===== src/rtl/memory_stage_pkg.sv =====
// Shared widths, state encoding and small helpers for the pipeline memory stage.
// The EX/MEM latch, data cache and register file all agree on these widths.
package memory_stage_pkg;

  localparam int WORD_WIDTH           = 32;
  localparam int REGISTER_INDEX_WIDTH = 5;
  localparam int BYTE_WIDTH           = 8;
  localparam int BYTES_PER_WORD       = WORD_WIDTH / BYTE_WIDTH;

  typedef enum logic [1:0] {
    IDLE      = 2'd0,
    MEM_WAIT  = 2'd1,
    WRITEBACK = 2'd2
  } state_t;

  // Word accesses must sit on a 4-byte boundary; byte accesses are always legal.
  function automatic logic is_misaligned(input logic byte_access,
                                         input logic [1:0] addr_low);
    return !byte_access && (addr_low != 2'd0);
  endfunction

  // Register 0 is hardwired to zero, so it is never a write target.
  function automatic logic writes_register(
      input logic                            reg_write,
      input logic [REGISTER_INDEX_WIDTH-1:0] index);
    return reg_write && (index != '0);
  endfunction

endpackage


===== src/rtl/memory_stage_load_aligner.sv =====
// Byte-lane select and sign extension for loads returned by the data cache.
// Word loads pass the cache word through unchanged.
module load_aligner
  import memory_stage_pkg::*;
(
  input  logic [1:0]            addr_low,
  input  logic                  byte_access,
  input  logic [WORD_WIDTH-1:0] rdata,
  output logic [WORD_WIDTH-1:0] data
);

  logic [BYTE_WIDTH-1:0] lanes [BYTES_PER_WORD];
  logic [BYTE_WIDTH-1:0] selected;

  generate
    for (genvar gi = 0; gi < BYTES_PER_WORD; gi++) begin : g_lane
      assign lanes[gi] = rdata[BYTE_WIDTH*gi +: BYTE_WIDTH];
    end
  endgenerate

  always_comb begin
    selected = lanes[addr_low];
    if (byte_access) begin
      data = {{(WORD_WIDTH-BYTE_WIDTH){selected[BYTE_WIDTH-1]}}, selected};
    end else begin
      data = rdata;
    end
  end

endmodule


===== src/rtl/memory_stage.sv =====
// Memory stage: ALU results go straight to writeback, loads/stores run a
// request/ready handshake with the data cache while stalling upstream.
module memory_stage
  import memory_stage_pkg::*;
(
  input  logic                            clk,
  input  logic                            rst,
  input  logic                            valid_in,
  input  logic                            cu_mem_to_reg_in,
  input  logic                            cu_mem_write_in,
  input  logic                            cu_reg_write_in,
  input  logic                            cu_byte_in,
  input  logic [REGISTER_INDEX_WIDTH-1:0] destination_register_in,
  input  logic [WORD_WIDTH-1:0]           alu_result_in,
  input  logic [WORD_WIDTH-1:0]           store_data_in,
  output logic                            stall_out,
  output logic                            cache_req_out,
  output logic                            cache_we_out,
  output logic                            cache_byte_out,
  output logic [WORD_WIDTH-1:0]           cache_addr_out,
  output logic [WORD_WIDTH-1:0]           cache_wdata_out,
  input  logic                            cache_ready_in,
  input  logic [WORD_WIDTH-1:0]           cache_rdata_in,
  output logic                            wb_enable_out,
  output logic [REGISTER_INDEX_WIDTH-1:0] wb_index_out,
  output logic [WORD_WIDTH-1:0]           wb_data_out,
  output logic                            misaligned_out
);

  state_t                            state_reg;
  logic                              stall_reg;
  logic                              cache_req_reg;
  logic                              cache_we_reg;
  logic                              cache_byte_reg;
  logic [WORD_WIDTH-1:0]             cache_addr_reg;
  logic [WORD_WIDTH-1:0]             cache_wdata_reg;
  logic                              wb_enable_reg;
  logic [REGISTER_INDEX_WIDTH-1:0]   wb_index_reg;
  logic [WORD_WIDTH-1:0]             wb_data_reg;
  logic                              misaligned_reg;

  // Pending memory operation, held while the cache handshake is in flight.
  logic                              pending_load_reg;
  logic                              pending_reg_write_reg;
  logic [REGISTER_INDEX_WIDTH-1:0]   pending_index_reg;

  logic                              is_mem_op;
  logic [WORD_WIDTH-1:0]             load_data;

  assign is_mem_op = cu_mem_to_reg_in || cu_mem_write_in;

  // Alignment uses the held request address, which is stable through MEM_WAIT.
  load_aligner u_load_aligner (
    .addr_low    (cache_addr_reg[1:0]),
    .byte_access (cache_byte_reg),
    .rdata       (cache_rdata_in),
    .data        (load_data)
  );

  always_ff @(posedge clk or posedge rst) begin
    if (rst) begin
      state_reg             <= IDLE;
      stall_reg             <= 1'b0;
      cache_req_reg         <= 1'b0;
      cache_we_reg          <= 1'b0;
      cache_byte_reg        <= 1'b0;
      cache_addr_reg        <= '0;
      cache_wdata_reg       <= '0;
      wb_enable_reg         <= 1'b0;
      wb_index_reg          <= '0;
      wb_data_reg           <= '0;
      misaligned_reg        <= 1'b0;
      pending_load_reg      <= 1'b0;
      pending_reg_write_reg <= 1'b0;
      pending_index_reg     <= '0;
    end else begin
      // Single-cycle pulses unless reloaded below.
      wb_enable_reg  <= 1'b0;
      misaligned_reg <= 1'b0;

      case (state_reg)
        IDLE: begin
          if (valid_in) begin
            if (!is_mem_op) begin
              wb_enable_reg <= writes_register(cu_reg_write_in, destination_register_in);
              wb_index_reg  <= destination_register_in;
              wb_data_reg   <= alu_result_in;
            end else if (is_misaligned(cu_byte_in, alu_result_in[1:0])) begin
              misaligned_reg <= 1'b1;
            end else begin
              cache_req_reg         <= 1'b1;
              cache_we_reg          <= cu_mem_write_in;
              cache_byte_reg        <= cu_byte_in;
              cache_addr_reg        <= alu_result_in;
              cache_wdata_reg       <= store_data_in;
              pending_load_reg      <= cu_mem_to_reg_in;
              pending_reg_write_reg <= writes_register(cu_reg_write_in,
                                                       destination_register_in);
              pending_index_reg     <= destination_register_in;
              state_reg             <= MEM_WAIT;
              stall_reg             <= 1'b1;
            end
          end
        end

        MEM_WAIT: begin
          if (cache_ready_in) begin
            cache_req_reg <= 1'b0;
            if (pending_load_reg) begin
              wb_enable_reg <= pending_reg_write_reg;
              wb_index_reg  <= pending_index_reg;
              wb_data_reg   <= load_data;
              state_reg     <= WRITEBACK;
            end else begin
              state_reg <= IDLE;
              stall_reg <= 1'b0;
            end
          end
        end

        WRITEBACK: begin
          state_reg <= IDLE;
          stall_reg <= 1'b0;
        end

        default: begin
          state_reg     <= IDLE;
          stall_reg     <= 1'b0;
          cache_req_reg <= 1'b0;
        end
      endcase
    end
  end

  assign stall_out       = stall_reg;
  assign cache_req_out   = cache_req_reg;
  assign cache_we_out    = cache_we_reg;
  assign cache_byte_out  = cache_byte_reg;
  assign cache_addr_out  = cache_addr_reg;
  assign cache_wdata_out = cache_wdata_reg;
  assign wb_enable_out   = wb_enable_reg;
  assign wb_index_out    = wb_index_reg;
  assign wb_data_out     = wb_data_reg;
  assign misaligned_out  = misaligned_reg;

endmodule

===== config.mk =====
export PLATFORM = sky130hd
export DESIGN_NAME = memory_stage
export DESIGN_NICKNAME = d
export VERILOG_FILES = /design/src/rtl/memory_stage_pkg.sv /design/src/rtl/memory_stage_load_aligner.sv /design/src/rtl/memory_stage.sv
export SDC_FILE = /design/constraint.sdc
export NUM_CORES = 1
export LEC_CHECK = 0
export ABC_AREA = 0
export CORE_AREA = 2 2 97 123
export CTS_BUF_LIST = sky130_fd_sc_hd__clkbuf_4 sky130_fd_sc_hd__clkbuf_8 sky130_fd_sc_hd__clkbuf_16
export DETAILED_ROUTE_END_ITERATION = 12
export DIE_AREA = 0 0 99 125
export HOLD_SLACK_MARGIN = 0.02
export PLACE_DENSITY_LB_ADDON = 0.12
export RECOVER_POWER = 50
export SLEW_MARGIN = 25
export SYNTH_ARGS = -nofsm -noshare
export SYNTH_HDL_FRONTEND = slang
export SYNTH_SLANG_ARGS = --single-unit
export TNS_END_PERCENT = 1

===== constraint.sdc =====
create_clock -name clk -period 9.47 [get_ports clk]
set_input_delay 2.3675 -clock clk [delete_from_list [all_inputs] [get_ports clk]]
set_output_delay 2.3675 -clock clk [all_outputs]
set_load 0.02 [all_outputs]

-- After elaboration in Yosys (flattened, before gate mapping)
Index checks and enable logic that the tools add are counted.
Widths: inputs -> output; s select.
- add/sub/neg operators: 0
- mux-type cells: 37
- order comparisons: 1
- bitwise operators: 3
- divide/modulo/power cells: 0
- multipliers: 0
- shift operators: 0
- reduce and logical (&&, ||, !) cells: 13
- eq/ne operators: 9
- operators by type and width (operator ; count):
    $mux 32 ; 5
    $pmux 32 s2 ; 1
    $mux 5 ; 4
    $bmux 8 s2 ; 1
    $mux 8 ; 2
    $reduce_and 5->1 ; 3
    $mux 1 ; 14
    $ne 2x2->1 const B ; 7
    $mux 2 ; 5
    $pmux 5 s2 ; 1
    $reduce_and 4->1 ; 2
    $reduce_bool 5->1 ; 1
    $pmux 1 s2 ; 2
    $pmux 2 s2 ; 1
    $reduce_bool 2->1 ; 2
    $ge 3x3->1 const B ; 1
    $not 2->3 ; 1
    $pmux 1 s3 ; 1
    $eq 2x1->1 const B ; 1
    $eq 2x2->1 const B ; 1
    $logic_and 1x1->1 ; 2
    $logic_not 2->1 ; 1
    $not 1->1 ; 2
    $logic_not 1->1 ; 1
    $logic_or 1x1->1 ; 1
- register bits: 116
- memory bits (writable): 0
- bits of input ports: 109
- latch bits: 0
- memories kept: 0
- word-level logic and storage cells: 77
- ROM bits: 0

-- Logic depth before layout (Yosys ltp)
Gate-level depths: netlist of the first run.
- word-level depth: 8
- mapped depth: 7

-- Cells and area by module
From an unflattened synthesis of the first run, not the netlist that was laid out.
- cell total of the unflattened synthesis: 412
- area, all modules: 5589.1 um2
- by module, submodules not included (module ; sequential area each (um2) ; instances ; cells an instance ; area an instance (um2)):
    memory_stage ; 2902.8 ; 1 ; 312 ; 4898.4
    load_aligner ; 0.0 ; 1 ; 100 ; 690.7

-- Worst setup path after synthesis of the first run
Ideal clock, no wire load.
- path kind: input port to flip-flop
- start: input cu_mem_write_in
- end: register cache_addr_reg[26] (netlist: cache_addr_out[26])
- slack: 5.771 ns
- data arrival time: 3.574 ns
- setup time: 0.125 ns
- path buffers: 2
- data required time: 9.345 ns
- cell stages on the path: 5
- cell sequence: or2_2 nand3_1 buf_2 buf_2 mux2_2
- cells in the longest elaborated chain, start to end: 2
- ends and longest elaborated chain (element ; line ; source):
    start: declaration ; memory_stage.sv:10 ; input logic cu_mem_write_in,
    $logic_or 1x1->1 ; memory_stage.sv:50 ; assign is_mem_op = cu_mem_to_reg_in || cu_mem_write_in;
    $reduce_and 4->1 (no line) ; - ;
    end signal: assignment ; memory_stage.sv:94 ; cache_addr_reg <= alu_result_in;
    end: declaration ; memory_stage.sv:35 ; logic [WORD_WIDTH-1:0] cache_addr_reg;
No other way between the ends.
A chain may end at the register's enable or synchronous reset.

-- Worst setup path in the final report of the first run
- start: input cu_byte_in
- end: register cache_wdata_reg[2] (netlist: cache_wdata_out[2])
- cells in the longest elaborated chain, start to end: 4
- ends and longest elaborated chain (element ; line ; source):
    start: declaration ; memory_stage.sv:12 ; input logic cu_byte_in,
    $logic_not 1->1 ; memory_stage_pkg.sv:19 ; return !byte_access && (addr_low != 2'd0);
    $logic_and 1x1->1 ; memory_stage_pkg.sv:19 ;
    $not 1->1 (no line) ; - ;
    $reduce_and 4->1 (no line) ; - ;
    end signal: assignment ; memory_stage.sv:95 ; cache_wdata_reg <= store_data_in;
    end: declaration ; memory_stage.sv:36 ; logic [WORD_WIDTH-1:0] cache_wdata_reg;
No other way between the ends.

==> impl_results.md, run 1 <==
- Post-Route WL: 14.10 mm
- Ys async rst share: 1.000
- Final Hold Fails: 0
- RSZ-0062 raised after global routing: no
- Failing checks: capacitance limit, slew limit
- Nets: ~740
- Final HPWL DP: 10.13 mm
- DRT iter0 DRCs: 173
- Syn Area/Cell: 12.05 um2
- Primary FF master, synth: dfrtp_1
- CTS Root Cell: clkbuf_16
- Cts bufs inserted: 17
- Die X: 99 um
- DRT antenna net count: 0
- Number of global-route vias before repair: 4394
- Vias per cell: around 5.3
- Status: complete, but fails checks
- P per Cell Area: 295.3 mW/mm2
- Seq cells post-synth: roughly 120
- Pins Over Slew Limit: between 100 and 150
- Routability congestion estimate from global placement: ~0.83
- Critical path endpoint category: flip-flop
- Final setup viols: 0
- FF-to-FF setup slack: 6.66 ns
- Post-synthesis sequential area ratio: 0.5734
- Via count: 4133
- CP Launch Type: primary input
- Post-CTS Setup Inserts: 0
- Final Skew: 0.006156 ns
- Crit path arrival time: 5.22 ns
- Post-synth EDFFs: 0
- Hold WC Path Type: reg -> reg
- Pleak: 3.357 nW
- Syn. warnings: 0
- Starting Density: 0.4486
- Layout Cells excl Fill: 779
- CTS H-tree depth: 4
- Worst rel slew slack: -0.7234
- Largest net degree at the start of global routing: 78
- Number of diodes: 0
- Commonest non-fill, non-tap cell in the layout: dfrtp_1
- Final period util: 0.5215
- Maximum clock insertion buffer count: 2
- Crit path kind: in -> reg
- Die height: roughly 130 um
- Row cnt: between 40 and 50
- Clock Latency Late Sink: 0.40 ns
- Netlist Area Pre-Place: roughly 0.0051 mm2
- Number of I/O port buffers: 215
- Total Neg Setup Slack: 0 ns
- Post-route minimum period: between 4 and 5 ns
- Placed Cells: 746
- Cts hold-fix bufs: 0
- Cells after Synth: 420
- Most frequent cells in the layout: dfrtp_1, dlygate4sd3_1, clkdlybuf4s50_1, mux2_2, nand2_1
- # IOs: 216
- Post-synth cell types: 40
- Sinks on Clock Net: 116
- Initial antenna violation count: 0
- Layout Area Growth over Synthesis: 55.76%
- CTS tree: done
- Worst EP required: between 9 and 10 ns
- Routed WL per cell: around 18 um
- CTS resizes: 0
- Total gr overflow: 0
- Crit Path Max Fanout: 47
- Worst-Margin Slew: 2.571 ns
- Drt drc: 0
- Core ar.: 0.01129 mm2
- Share of cells above drive strength 1: 0.2090
- Syn Nets: approximately 530
- DRT Pass-1 Iters: 5
- Die area: 0.01238 mm2
- Max VDD drop: 0.0001480 V
- Max-cap check violation count: 3
- Total GRT Usage: 0.2325
- CTS clk-pin slew, worst paths: about 0.050 ns
- First-pass GRT wire length: roughly 23 mm
- Fmax: 202.5 MHz
- Total power: 2.328 mW
==> Yosys cell counts, types with 2 or more instances <==
cell type	count	area, um2
o31ai_2	17	212.7
nand2_1	46	172.7
o22a_1	2	17.52
a32o_1	2	20.02
nand3_1	2	10.01
dfrtp_1	116	2903
a21oi_1	30	150.1
clkbuf_1	9	33.78
mux2_2	75	844.6
nor2_1	28	105.1
buf_2	16	80.08
a21o_1	3	22.52
o31ai_1	2	15.01
o21ai_1	6	30.03
o21ai_0	21	105.1
a31oi_1	8	50.05
a2bb2oi_1	4	35.03
buf_6	3	33.78
o22ai_1	4	25.02
o221a_2	2	22.52
inv_1	5	18.77
==> power by group <==
part           switching, mW  internal (mW)
logic                  0.477          0.429
clock network          0.216          0.426
registers              0.101          0.679
total                  0.794           1.53
==> final cells by class <==
class                      count  area (um2)
inverter                       5       20.02
tap                          138       172.7
clock buffer                  24       509.2
fill                         837        3401
clock inverter                 8       97.59
sequential                   116        2903
multi-input combinational    270        1996
timing repair buffer         218        2187
==> layer usage <==
layer / track usage / vias up / share of wire
met3: 0.07490 / 20 / 0.076
met4: 0.08944 / 0 / 0.020
met5: 0 / - / 0
met2: 0.3994 / 168 / 0.52
met1: 0.2684 / 2021 / 0.39
li1: - / 1924 / -
==> cells by family (layout without fill, tap and decap cells) <==
family	Yosys count	after routing	share of synthesized area
mux	77	77	0.1733
flops	116	116	0.5734
simple gates	86	86	0.07045
compound gates	107	107	0.1493
buf+inv	34	255	0.03361
==> path summary, 6_finish.rpt <==
path / start / end / depth (start not counted)
setup / recovery: cu_byte_in / cache_wdata_out[2] / 5
hold / removal: wb_data_out[30] / wb_data_out[30] / 2
setup reg to reg: state_reg[1] / cache_wdata_out[2] / 4
hold reg to reg: wb_data_out[30] / wb_data_out[30] / 2
max in group asynchronous: rst / cache_addr_out[18] / 3
min in group asynchronous: rst / cache_wdata_out[29] / 2
==> critical path: stages <==
cell           delay, ns
dlygate4sd3_1       0.60
o21bai_1            0.22
nand3_1             1.09
buf_12              0.60
mux2_2              0.31
==> per-stage QoR <==
step                      worst slack (ns)  area [um2]  hold WS, ns    util
after floorplan                      4.030        5062       0.4423       -
after global placement               4.618        7273       0.4622  0.6445
after detailed placement             4.603        7279       0.4668  0.6450
after CTS                            4.987        7886       0.4776  0.6988
after global routing                 4.147        7885       0.5031  0.6987
final                                4.532        7885       0.4693  0.6987
Power figures use the tool's default switching activity.
==> inputs of run 2 (changes only) <==
--- a/config.mk
+++ b/config.mk
@@ -6,10 +6,10 @@
 export NUM_CORES = 1
 export LEC_CHECK = 0
 export ABC_AREA = 0
-export CORE_AREA = 2 2 97 123
+export CORE_AREA = 2 2 101 127
 export CTS_BUF_LIST = sky130_fd_sc_hd__clkbuf_4 sky130_fd_sc_hd__clkbuf_8 sky130_fd_sc_hd__clkbuf_16
 export DETAILED_ROUTE_END_ITERATION = 12
-export DIE_AREA = 0 0 99 125
+export DIE_AREA = 0 0 103 129
 export HOLD_SLACK_MARGIN = 0.02
 export PLACE_DENSITY_LB_ADDON = 0.12
 export RECOVER_POWER = 50
==> constraint.sdc (replaced) <==
create_clock -name clk -period 4.9 [get_ports clk]
set_input_delay 1.225 -clock clk [delete_from_list [all_inputs] [get_ports clk]]
set_output_delay 1.225 -clock clk [all_outputs]
set_load 0.02 [all_outputs]
==> run 2 against run 1 <==
Sequential share of layout area is 0.29 points lower. Register-to-register slack worse by 5.2 ns. First-iteration DRC count is 13% higher. Critical path depth is 1 lower. Count of clock-buffer cells in the layout is 3 lower. Final cell count is 3.3% higher. The flow still finishes with violations (capacitance limit, slew limit). Non-clock buffer count stayed put. Routed wire length is 1.9% higher. Sequential power is 94% higher. Critical path type is now reg -> reg.
==> impl_results.md, run 2 (same netlist as run 1, synthesis figures left out) <==
- Status: complete, but fails checks
- Failing checks: capacitance limit, slew limit
- Cts hold-fix bufs: 0
- Metal-1 WL: around 5.5 mm
- P per Cell Area: 582.4 mW/mm2
- Max-cap check violation count: 1
- Worst-Margin Slew: between 2 and 3 ns
- Cts bufs inserted: 17
- Crit path arrival time: 3.79 ns
- Clock Latency Late Sink: roughly 0.40 ns
- CTS H-tree depth: 4
- Top Metal Used: met4
- Final HPWL DP: 10.24 mm
- DRT Pass-1 Iters: 5
- Die area: 0.01329 mm2
- Number of global-route vias before repair: between 4000 and 5000
- Fmax: 288.0 MHz
- Drt drc: 0
- Vias per cell: 5.128
- Critical path endpoint category: flip-flop
- Metal3 WL: ~1.3 mm
- Total Neg Setup Slack: 0 ns
- Sinks on Clock Net: 116
- Final setup viols: 0
- Post-route minimum period: between 3 and 4 ns
- Die height: between 100 and 150 um
- CTS clk-pin slew, worst paths: ~0.05 ns
- Total power: 4.629 mW
- Row cnt: 45
- Most frequent cells in the layout: clkdlybuf4s50_1, dfrtp_1, mux2_2, dlygate4sd3_1, nand2_1
- Largest net degree at the start of global routing: 78
- DRT iter0 DRCs: 196
- Critical path cell sequence: nor2b_1 > o221a_2 > o21ai_0 > a31oi_1
- Starting Density: 0.4201
- Slowest library cell on the worst path: nor2b_1
- Final Hold Fails: 0
- Final period util: 0.7085
- # IOs: approximately 220
- Post-Route WL: roughly 14 mm
- Commonest non-fill, non-tap cell in the layout: clkdlybuf4s50_1
- Hold WC Path Type: reg -> reg
- CTS Root Cell: clkbuf_16
- Number of I/O port buffers: about 220
- First-pass GRT wire length: 21.85 mm
- Crit Path Max Fanout: 38
- Crit-path max cell delay: 2.07 ns
- CP Launch Type: flip-flop
- Pleak: ~3.3 nW
- Routability congestion estimate from global placement: 0.8392
- Final Skew: between 0.005 and 0.006 ns
- CTS tree: done
- Maximum clock insertion buffer count: 2
- DRT antenna net count: 0
- CTS resizes: 0
- Nets: 737
- WL met2: 7.267 mm
- Max VDD drop: 0.0003382 V
- Pins Over Slew Limit: 39
- Worst rel slew slack: -0.8505
- RSZ-0062 raised after global routing: no
- Initial antenna violation count: 1
- Share of cells above drive strength 1: 0.2063
- Die X: 103 um
- Core ar.: 0.01205 mm2
- Crit path kind: reg -> reg
- Post-CTS Setup Inserts: 0
- Total gr overflow: 0
- Total GRT Usage: 0.2180
- Layout Area Growth over Synthesis: 56.99%
- Routed WL per cell: 17.85 um
- Worst EP required: 5.22 ns
- Via count: around 4100
run 2: cell count changes in the layout (fill, tap and decap cells not counted), moves of 2 or more:
cell             delta
clkbuf_1            +2
bufinv_16           +2
clkbuf_8            -3
dlygate4sd3_1      -56
buf_4               -2
clkdlybuf4s50_1    +56
run 2: worst paths after layout:
check / to / startpoint / depth (start not counted) / slack [ns]
hold / removal: wb_data_out[23] / wb_data_out[23] / 2 / 0.48
max in group asynchronous: wb_data_out[6] / rst / 3 / 1.66
setup / recovery: wb_data_out[1] / state_reg[1] / 4 / 1.43
min in group asynchronous: cache_wdata_out[28] / rst / 2 / 1.49
setup reg to reg: wb_data_out[1] / state_reg[1] / 4 / 1.43
hold reg to reg: wb_data_out[23] / wb_data_out[23] / 2 / 0.48
run 2: layout make-up:
cell class,instances,area (um2)
Multi-Input combinational cell,270,2013
Clock buffer,21,467.9
Sequential cell,116,2903
Tap cell,164,205.2
Antenna cell,1,2.502
Timing Repair Buffer,218,2180
Fill cell,1017,4101
Clock inverter,10,155.1
Inverter,5,21.27
run 2: routing by layer:
metal	up-vias	track usage
li1	1931	-
met5	-	0
met1	1991	0.2623
met2	185	0.3549
met3	21	0.08365
met4	0	0.07895
run 2: report_power, final:
| part | internal [mW] | leakage [nW] | total, mW | switching [mW] |
|---|---|---|---|---|
| registers | 1.31 | 1.38 | 1.51 | 0.202 |
| logic | 0.893 | 1.65 | 1.82 | 0.928 |
| clock network | 0.881 | 0.306 | 1.29 | 0.413 |
| total | 3.09 | 3.34 | 4.63 | 1.54 |
run 2: metrics by stage:
step	setup WS (ns)	instances	area (um2)	hold slack [ns]	utilization
floorplan	0.6026	420	5062	0.4423	-
global placement	1.237	772	7311	0.4624	0.6068
detailed placement	1.145	772	7311	0.4695	0.6068
CTS	1.539	803	7934	0.4825	0.6585
global route	1.109	804	7945	0.5004	0.6594
finish	1.428	805	7948	0.4761	0.6596
run 2: critical path, delay by kind of cell (launching register included):
family	cells	cell delay, ns
and+or+nand+nor	1	2.07
AOI/OAI and AO/OA	3	0.81
DFF	1	0.48
